### config.mk
export PLATFORM = sky130hd
export DESIGN_NAME = minhash_sketcher
export DESIGN_NICKNAME = d
export VERILOG_FILES = /design/src/rtl/minhash_pkg.sv /design/src/rtl/murmur_4bytes.sv /design/src/rtl/minhash_sketcher.sv
export SDC_FILE = /design/constraint.sdc
export NUM_CORES = 2
export LEC_CHECK = 0
export CAP_MARGIN = 0
export CORE_MARGIN = 5
export CORE_UTILIZATION = 60
export DETAILED_ROUTE_END_ITERATION = 8
export GPL_TIMING_DRIVEN = 0
export PLACE_DENSITY = 0.8
export SETUP_SLACK_MARGIN = 0.3
export SYNTH_ARGS = -nofsm -noshare
export SYNTH_HDL_FRONTEND = slang
export SYNTH_SLANG_ARGS = --single-unit
### constraint.sdc
create_clock -name clk -period 31.1 [get_ports clk]
set_input_delay 6.22 -clock clk [delete_from_list [all_inputs] [get_ports clk]]
set_output_delay 6.22 -clock clk [all_outputs]
set_load 0.005 [all_outputs]
### src/rtl/minhash_pkg.sv
// Shared types and constants for the MinHash sketcher: FSM encoding and the per-sketch-word seed table.
package minhash_pkg;

    typedef enum logic [1:0] {
        IDLE = 2'd0,
        HASH = 2'd1,
        DUMP = 2'd2
    } state_t;

    localparam int MAX_HASHES = 8;

    localparam logic [31:0] SEEDS [0:MAX_HASHES-1] = '{
        32'hac718add, 32'h5bd1e995, 32'h9e3779b9, 32'h7f4a7c15,
        32'h85ebca6b, 32'hc2b2ae35, 32'h27d4eb2f, 32'h165667b1
    };

endpackage

### src/rtl/murmur_4bytes.sv
// Combinational MurmurHash3 (x86_32) of a single 4-byte key under a given seed.
module murmur_4bytes #(
    parameter int HASHER_DATA_BITS = 32
) (
    input  logic [HASHER_DATA_BITS-1:0] seed,
    input  logic [HASHER_DATA_BITS-1:0] kmer,
    output logic [HASHER_DATA_BITS-1:0] signature
);

    logic [31:0] k_mul1, k_rot, k_mul2;
    logic [31:0] h_mix, h_rot, h_step, h_len;
    logic [31:0] f1, f2, f3, f4, f5;

    // Key scramble, then one body round, then the fmix32 finaliser with len = 4.
    assign k_mul1 = kmer * 32'hcc9e2d51;
    assign k_rot  = {k_mul1[16:0], k_mul1[31:17]};
    assign k_mul2 = k_rot * 32'h1b873593;

    assign h_mix  = seed ^ k_mul2;
    assign h_rot  = {h_mix[18:0], h_mix[31:19]};
    assign h_step = h_rot * 32'd5 + 32'he6546b64;
    assign h_len  = h_step ^ 32'd4;

    assign f1 = h_len ^ {16'h0, h_len[31:16]};
    assign f2 = f1 * 32'h85ebca6b;
    assign f3 = f2 ^ {13'h0, f2[31:13]};
    assign f4 = f3 * 32'hc2b2ae35;
    assign f5 = f4 ^ {16'h0, f4[31:16]};

    assign signature = f5;

endmodule

### src/rtl/minhash_sketcher.sv
// MinHash sketcher: hashes each k-mer against NUM_HASHES seeds through one shared hasher,
// keeps per-seed minima, and streams the sketch out after the last k-mer of a set.
module minhash_sketcher
    import minhash_pkg::*;
#(
    parameter int HASHER_DATA_BITS = 32,
    parameter int NUM_HASHES       = 8
) (
    input  logic                        clk,
    input  logic                        rst,
    input  logic                        kmer_valid,
    output logic                        kmer_ready,
    input  logic [HASHER_DATA_BITS-1:0] kmer,
    input  logic                        kmer_last,
    output logic                        sketch_valid,
    input  logic                        sketch_ready,
    output logic [2:0]                  sketch_idx,
    output logic [HASHER_DATA_BITS-1:0] sketch_data,
    output logic                        sketch_last
);

    localparam logic [2:0] LAST_IDX = 3'(NUM_HASHES - 1);

    state_t                      state_q, state_d;
    logic [2:0]                  idx_q;
    logic [HASHER_DATA_BITS-1:0] kmer_q;
    logic                        last_q;
    logic [HASHER_DATA_BITS-1:0] min_q [NUM_HASHES];
    logic [HASHER_DATA_BITS-1:0] sig;
    logic                        idx_at_last;

    assign idx_at_last = (idx_q == LAST_IDX);

    murmur_4bytes #(
        .HASHER_DATA_BITS(HASHER_DATA_BITS)
    ) u_hash (
        .seed      (SEEDS[idx_q]),
        .kmer      (kmer_q),
        .signature (sig)
    );

    // Both ports: a word transfers on a rising edge where valid and ready are both high;
    // the producer holds valid and its payload stable until that edge.
    assign kmer_ready   = (state_q == IDLE) && !rst;
    assign sketch_valid = (state_q == DUMP);
    assign sketch_idx   = (state_q == DUMP) ? idx_q : 3'd0;
    assign sketch_data  = (state_q == DUMP) ? min_q[idx_q] : '0;
    assign sketch_last  = (state_q == DUMP) && idx_at_last;

    always_comb begin
        state_d = state_q;
        case (state_q)
            IDLE: if (kmer_valid) state_d = HASH;
            HASH: if (idx_at_last) state_d = last_q ? DUMP : IDLE;
            DUMP: if (sketch_ready && idx_at_last) state_d = IDLE;
            default: state_d = IDLE;
        endcase
    end

    always_ff @(posedge clk or posedge rst) begin
        if (rst) begin
            state_q <= IDLE;
            idx_q   <= 3'd0;
            kmer_q  <= '0;
            last_q  <= 1'b0;
            for (int i = 0; i < NUM_HASHES; i++) min_q[i] <= '1;
        end else begin
            state_q <= state_d;
            case (state_q)
                IDLE: begin
                    if (kmer_valid) begin
                        kmer_q <= kmer;
                        last_q <= kmer_last;
                        idx_q  <= 3'd0;
                    end
                end
                HASH: begin
                    if (sig < min_q[idx_q]) min_q[idx_q] <= sig;
                    idx_q <= idx_at_last ? 3'd0 : idx_q + 3'd1;
                end
                DUMP: begin
                    // Re-arm each slot as it leaves so the next set starts from all-ones.
                    if (sketch_ready) begin
                        min_q[idx_q] <= '1;
                        idx_q        <= idx_at_last ? 3'd0 : idx_q + 3'd1;
                    end
                end
                default: idx_q <= 3'd0;
            endcase
        end
    end

endmodule

=== After elaboration in Yosys (flattened, before gate mapping) ===
Memory sizes are Yosys's and may differ from the RTL's.
Cells that the tools add are included.

* Add/sub/neg operators: 2
* Multiply operators: 5
* Div/mod/pow operators: 0
* Order comparisons: 3
* Equal/unequal tests: 8
* Shift operators: 0
* Muxes and demuxes: 22
* Bitwise gates (word level): 7
* Reduce and logical (&&, ||, !) cells: 11

{| class="wikitable"
|+ Operator list
! kind !! number
|-
| $mux W256 || 2
|-
| $pmux W256 S2 || 1
|-
| $bwmux W256 || 1
|-
| $or A256 B256 Y256 || 1
|-
| $mux W32 || 6
|-
| $bmux W32 S3 || 1
|-
| $demux W32 S3 || 1
|-
| $mul A32 B31 Y32 const B || 2
|-
| $xor A32 B16 Y32 || 2
|-
| $add A32 B32 Y32 const B || 1
|-
| $lt A32 B32 Y1 || 1
|-
| $mul A32 B29 Y32 const B || 1
|-
| $mul A32 B3 Y32 const B || 1
|-
| $mul A32 B32 Y32 const B || 1
|-
| $xor A32 B19 Y32 || 1
|-
| $xor A32 B32 Y32 || 1
|-
| $mux W3 || 4
|-
| $pmux W3 S3 || 1
|-
| $mux W2 || 4
|-
| $ne A2 B2 Y1 const B || 3
|-
| $pmux W2 S3 || 1
|-
| $reduce_and A3 Y1 || 2
|-
| $ge A4 B4 Y1 const B || 1
|-
| $logic_and A1 B1 Y1 || 4
|-
| other kinds (12) || 14
|}

* Register bits after elaboration: 294
* Bits in latches: 0
* Memory bits (writable): 0
* Bits in read-only memories: 256
* Bits of input ports: 37
* Output and inout bits: 38
* Word-level logic and storage cells: 71
* Memories kept: 1

{| class="wikitable"
|+ Memories
! memory !! depth !! width !! rd ports !! clocked after Yosys merged registers in !! wr ports !! line !! source
|-
| (no name shown) || 8 || 32 || 1 || 0 || 0 || minhash_sketcher.sv:37 || <nowiki>.seed (SEEDS[idx_q]),</nowiki>
|}

=== Logic depth before layout (Yosys ltp) ===
* Word-level depth: 16
* Mapped depth: 140
* Gate-level depth less buffers: 137

=== Cells and area by module ===
A second synthesis with hierarchy kept.

* Cells, all modules: 4,890
* Area, all modules: 50,115.6 µm²

{| class="wikitable"
|+ By module, submodules not included
! module !! instances !! cells an instance !! area each (µm²) !! seq. area each (µm²)
|-
| murmur_4bytes || 1 || 3,762 || 36,373.6 || 0.0
|-
| minhash_sketcher || 1 || 1,128 || 13,741.9 || 7,677.4
|}

=== Least setup slack after synthesis ===
OpenSTA, ideal clock, no wires.

* Kind: register to register
* Start: register kmer_q[5]
* End: register min_q[102] (netlist bit)
* Library setup time: 82 ps
* Arrival time: 29,124 ps
* Data required time: 31,018 ps
* Slack: 1,894 ps
* Stages on the path, launching flop included: 113
* Buffers on the path: 3
* Period minus slack after synthesis: 29,206 ps
* Cells stage by stage: dfrtp_1 ha_1 xor2_1 ha_1 a21o_1 fa_1 fa_1 inv_1 fa_1 fa_1 inv_1 fa_1 ha_1 ha_1 o21ai_0 nand2b_1 and2_1 o21a_1 [77 not listed] nor2_1 xnor2_1 xor2_1 ha_1 a21o_1 a21o_1 a21oi_1 nor2b_1 o21ai_0 nand2b_1 a21oi_1 nor2b_1 o21ai_0 a31oi_1 buf_1 nor4b_2 buf_6 mux2_4

* Longest elaborated chain between the ends: 14
* Elaborated cells on any way between the ends: 17
* Classes of those cells: add/sub (1); mul (5); order compare (1); eq/ne (1); mux (3); bitwise (5); reduce/logical (1)

{| class="wikitable"
|+ Ends and longest elaborated chain
! item !! line !! source
|-
| from (decl) || minhash_sketcher.sv:26 || <nowiki>logic [HASHER_DATA_BITS-1:0] kmer_q;</nowiki>
|-
| from (signal assigned) || minhash_sketcher.sv:72 || <nowiki>kmer_q <= kmer;</nowiki>
|-
| $mul A32 B31 Y32 * || murmur_4bytes.sv:15 || <nowiki>assign k_mul1 = kmer * 32'hcc9e2d51;</nowiki>
|-
| $mul A32 B29 Y32 * || murmur_4bytes.sv:17 || <nowiki>assign k_mul2 = k_rot * 32'h1b873593;</nowiki>
|-
| $xor A32 B32 Y32 * || murmur_4bytes.sv:19 || <nowiki>assign h_mix = seed ^ k_mul2;</nowiki>
|-
| $mul A32 B3 Y32 * || murmur_4bytes.sv:21 || <nowiki>assign h_step = h_rot * 32'd5 + 32'he6546b64;</nowiki>
|-
| $add A32 B32 Y32 * || murmur_4bytes.sv:21 ||
|-
| $not A1 Y1 (no line) || n/a ||
|-
| $xor A32 B16 Y32 * || murmur_4bytes.sv:24 || <nowiki>assign f1 = h_len ^ {16'h0, h_len[31:16]};</nowiki>
|-
| $mul A32 B32 Y32 * || murmur_4bytes.sv:25 || <nowiki>assign f2 = f1 * 32'h85ebca6b;</nowiki>
|-
| $xor A32 B19 Y32 * || murmur_4bytes.sv:26 || <nowiki>assign f3 = f2 ^ {13'h0, f2[31:13]};</nowiki>
|-
| $mul A32 B31 Y32 * || murmur_4bytes.sv:27 || <nowiki>assign f4 = f3 * 32'hc2b2ae35;</nowiki>
|-
| $xor A32 B16 Y32 * || murmur_4bytes.sv:28 || <nowiki>assign f5 = f4 ^ {16'h0, f4[31:16]};</nowiki>
|-
| $lt A32 B32 Y1 or $bwmux W256 (tied branches) || minhash_sketcher.sv:78 || <nowiki>if (sig < min_q[idx_q]) min_q[idx_q] <= sig;</nowiki>
|-
| $ne A2 B2 Y1 (no line) or $mux W256 (tied branches) || n/a ||
|-
| $reduce_and A3 Y1 (no line) or $pmux W256 S2 (tied branches) || n/a ||
|-
| to (signal, indexed assignment) || minhash_sketcher.sv:84 || <nowiki>min_q[idx_q] <= '1;</nowiki>
|-
| to (decl) || minhash_sketcher.sv:28 || <nowiki>logic [HASHER_DATA_BITS-1:0] min_q [NUM_HASHES];</nowiki>
|}

Mark *: on every way between the ends. The rest lies on a longest branch, timed or not. The select of a mux whose other input is x is not followed.
A chain may end at the register's enable or synchronous reset.

=== Worst setup path in the final report ===
* Start: register kmer_q[6]
* End: register min_q[13] (netlist bit)

The elaborated chain is that of the path after synthesis.

==> results by group <==
Global route
  – Largest net degree at the start of global routing: 116
  – First-pass GRT wire length: 220000 um
  – Vias in the first global route: 39.4k
  – Total GRT Usage: 31.2%
  – GRT overflow: 0
  – Antenna violations before repair: 1

Die
  – Core Region: roughly 85000 um^2
  – DIE WIDTH: between 300 and 400 um
  – Die Area: 91000 um^2
  – Die height: 302 um
  – Initial cell density of the core: 60.2%
  – Placement row count: 107
  – Top Ports: 75

CTS
  – CTS tree: done
  – Num CTS Buffers: 28
  – Clock Path Buffers: 3
  – CTS H-tree depth: 1
  – Worst-Skew Late Latency: 630 ps
  – Clock slew at reported path FFs: around 80 ps
  – Root Buffer Master: clkbuf_16
  – Clock tree sinks: 294

STA
  – Final setup TNS: 0 ps
  – Worst Max-Slew Pin Slew: between 1000 and 1500 ps
  – Slew HR: about 8.3%
  – Final setup vio count: 0
  – Clock skew: 61.4 ps
  – Final Hold Viols: 0
  – Fmax: between 30 and 40 MHz
  – Crit path time final: 30390 ps
  – Max-slew violation count: 0
  – Final worst-path cycle share: 97.7%

Cells and area
  – Nets: 6847
  – Fillers: about 6.1k
  – ANT cells: 0
  – Commonest non-fill, non-tap cell in the layout: inv_1
  – Most frequent cells in the layout: 1313 x inv_1, 816 x ha_1, 712 x fa_1, 256 x dfstp_2, 209 x xnor2_1
  – Syn-to-layout area delta: 12.3%
  – Layout Cells excl Fill: 6400
  – Share of layout cells above drive strength 1: between 10% and 20%

Setup path
  – Crit-path max cell delay: 590 ps
  – Critical path arrival: slightly above 30000 ps
  – Crit path max-delay cell type: fa_1
  – Critical Path Source Type: flop
  – Setup slack, reg-to-reg: 710 ps
  – Worst Path Required: 31600 ps
  – Crit end category: flop
  – Crit Path Category: flop to flop
  – Cell mode on critical path: fa_1
  – Worst path bufs/invs: 20
  – Cell family with most CP delay: adder cells
  – Worst-path maximum fanout: 10

Yosys
  – Area share of fa/ha/maj cells after synthesis: 49.2%
  – Mux cell area share after synthesis: under 10%
  – Main combinational cell family by area after synthesis: adder cells
  – Sequential share of the synthesized area: 15.0%
  – Yosys top cell by area: fa_1
  – Post-synth EDFFs: 0
  – FF+latch count, synth: 294
  – Largest cells by area after synthesis: fa_1 28%, ha_1 21%, dfstp_2 13%, inv_1 9.7%, xnor2_1 4.4%
  – XOR/XNOR Fraction of Synth Area: 6.81%
  – Primary FF master, synth: dfstp_2
  – Syn Nets: 6588
  – Synth Area in Compound Gates: slightly below 9%
  – Post-synth top area share: 28.3%
  – Simple-Gate Fraction of Synth Area: 4.33%
  – Distinct cells, synth: around 110
  – Async set-or-reset flop fraction in the synthesized netlist: 100%
  – Post-Synthesis Cells: 4977
  – Syn Area/Cell: slightly above 10 um^2
  – Yosys warning count: 0
  – Synth Cell Area: ~50000 um^2

Drt
  – Final ANT Viol Nets: 0
  – Drt total wl: 146000 um
  – Routed len/inst: 22.8 um
  – DRC viols: 0
  – Drt first pass iters: 7
  – DR vias: around 37k
  – Detailed Route Iter0 Violations: roughly 2.8k
  – Vias/cell: a little under 6

Outcome
  – Outcome: completed

Place
  – Port bufs: 74
  – Cells after DPL: about 6.2k
  – Routability cong.: 0.995
  – DP HPWL: between 100000 and 150000 um

Min path
  – Worst hold path class: flop to flop

Job
  – Max cap viols: 0
==> worst reg2reg max path: cells and delay by family (launching register included) <==
family | cells | cell delay (ps)
flip-flops | 1 | 510
XOR/XNOR | 10 | 2470
AO/OA/AOI/OAI | 33 | 6670
multiplexers | 2 | 550
adder cells (fa/ha/maj) | 39 | 15750
AND/OR/NAND/NOR | 16 | 2390
buffers and inverters | 20 | 1950
==> cell type report <==
| type | count | area, um^2 | share of cell area (%) |
|---|---|---|---|
| plain buffers | 107 | 562 | 0.981 |
| clock buffers | 35 | 788 | 1.38 |
| clock inverters | 15 | 150 | 0.262 |
| inverters | 1324 | 4980 | 8.70 |
| multi-input cells | 3252 | 39600 | 69.2 |
| flip-flops and latches | 294 | 7710 | 13.5 |
| well taps | 1144 | 1430 | 2.50 |
| repair buffers | 229 | 2020 | 3.53 |
==> registers in the layout (all words and copies together) (netlist names) <==
register,count
min_q,256
kmer_q,32
last_q,1
state_q,2
idx_q,3
==> timing repair <==
| item | in CTS | in global routing |
|---|---|---|
| pin swaps | 30 | 100 |
| setup endpoints to repair | 256 | 256 |
| gates cloned | 0 | 1 |
| gates resized for setup | 161 | 188 |
| setup buffers | 56 | 93 |
| hold buffers | 0 | 0 |
==> cells in the mapped netlist, types with 7 or more instances <==
master and n:
and3_1 7, dfstp_2 256, a21o_1 53, nand3_1 21, a21oi_1 169, and2_1 19, nor3_1 27, buf_1 25
o211ai_1 10, buf_2 11, nor2b_1 16, nand2b_1 26, mux2_4 7, o21ai_0 75, a221oi_1 12, fa_1 720
a31oi_1 17, o22ai_1 11, clkbuf_1 59, a21boi_0 10, a22o_1 9, mux2_2 74, xor2_1 97, nand2_1 96
mux2i_1 86, a222oi_1 8, mux2_1 35, nand4_1 9, or2_2 12, o21bai_1 17, xnor2_2 9, buf_6 7
xnor2_1 258, a2bb2oi_1 138, mux4_2 16, o21a_1 19, a221o_1 9, nor2_1 177, dfrtp_1 38, a211oi_1 9
ha_1 854, inv_1 1320, or3_1 11
==> per-stage QoR <==
stage | cell area (um^2) | setup slack (ps) | hold WS (ps) | util [%]
after floorplan | 51000 | 1890 | 446 | -
after global placement | 53200 | -3400 | 454 | 62.8
after detailed placement | 53300 | -3770 | 462 | 62.9
after CTS | 55500 | 320 | 472 | 65.5
after global routing | 57300 | -156 | 489 | 67.6
final | 57300 | 707 | 472 | 67.6
==> worst paths after layout <==
kind	from	to	depth (start not counted)
worst max-delay path	kmer_q[6]$_DFFE_PP0P_	min_q[13]$_DFFE_PP1P_	120
worst min-delay path	min_q[20]$_DFFE_PP1P_	min_q[20]$_DFFE_PP1P_	2
worst max register to register	kmer_q[6]$_DFFE_PP0P_	min_q[13]$_DFFE_PP1P_	120
worst min register to register	min_q[20]$_DFFE_PP1P_	min_q[20]$_DFFE_PP1P_	2
max in group asynchronous	rst	min_q[199]$_DFFE_PP1P_	3
min in group asynchronous	rst	last_q$_DFFE_PP0P_	2
==> layer usage <==
metal	track usage (%)	vias to the layer above	wire length, um	part of all wire [%]
li1	-	16379	-	-
met1	40.8	18777	56100	38
met2	51.6	1738	69200	48
met3	5.26	519	11800	8.1
met4	13.7	0	8570	5.9
met5	0	-	0	0
==> logic make-up after synthesis <==
kind of cell,count (synthesis)
multiplexers,218
flip-flops,294
XOR/XNOR,373
adder cells (fa/ha/maj),1574
AND/OR/NAND/NOR,452
buffers and inverters,1431
AO/OA/AOI/OAI,635
Power is not shown: default switching activity piles up to over one toggle a cycle in this logic, so the estimate is an artifact.
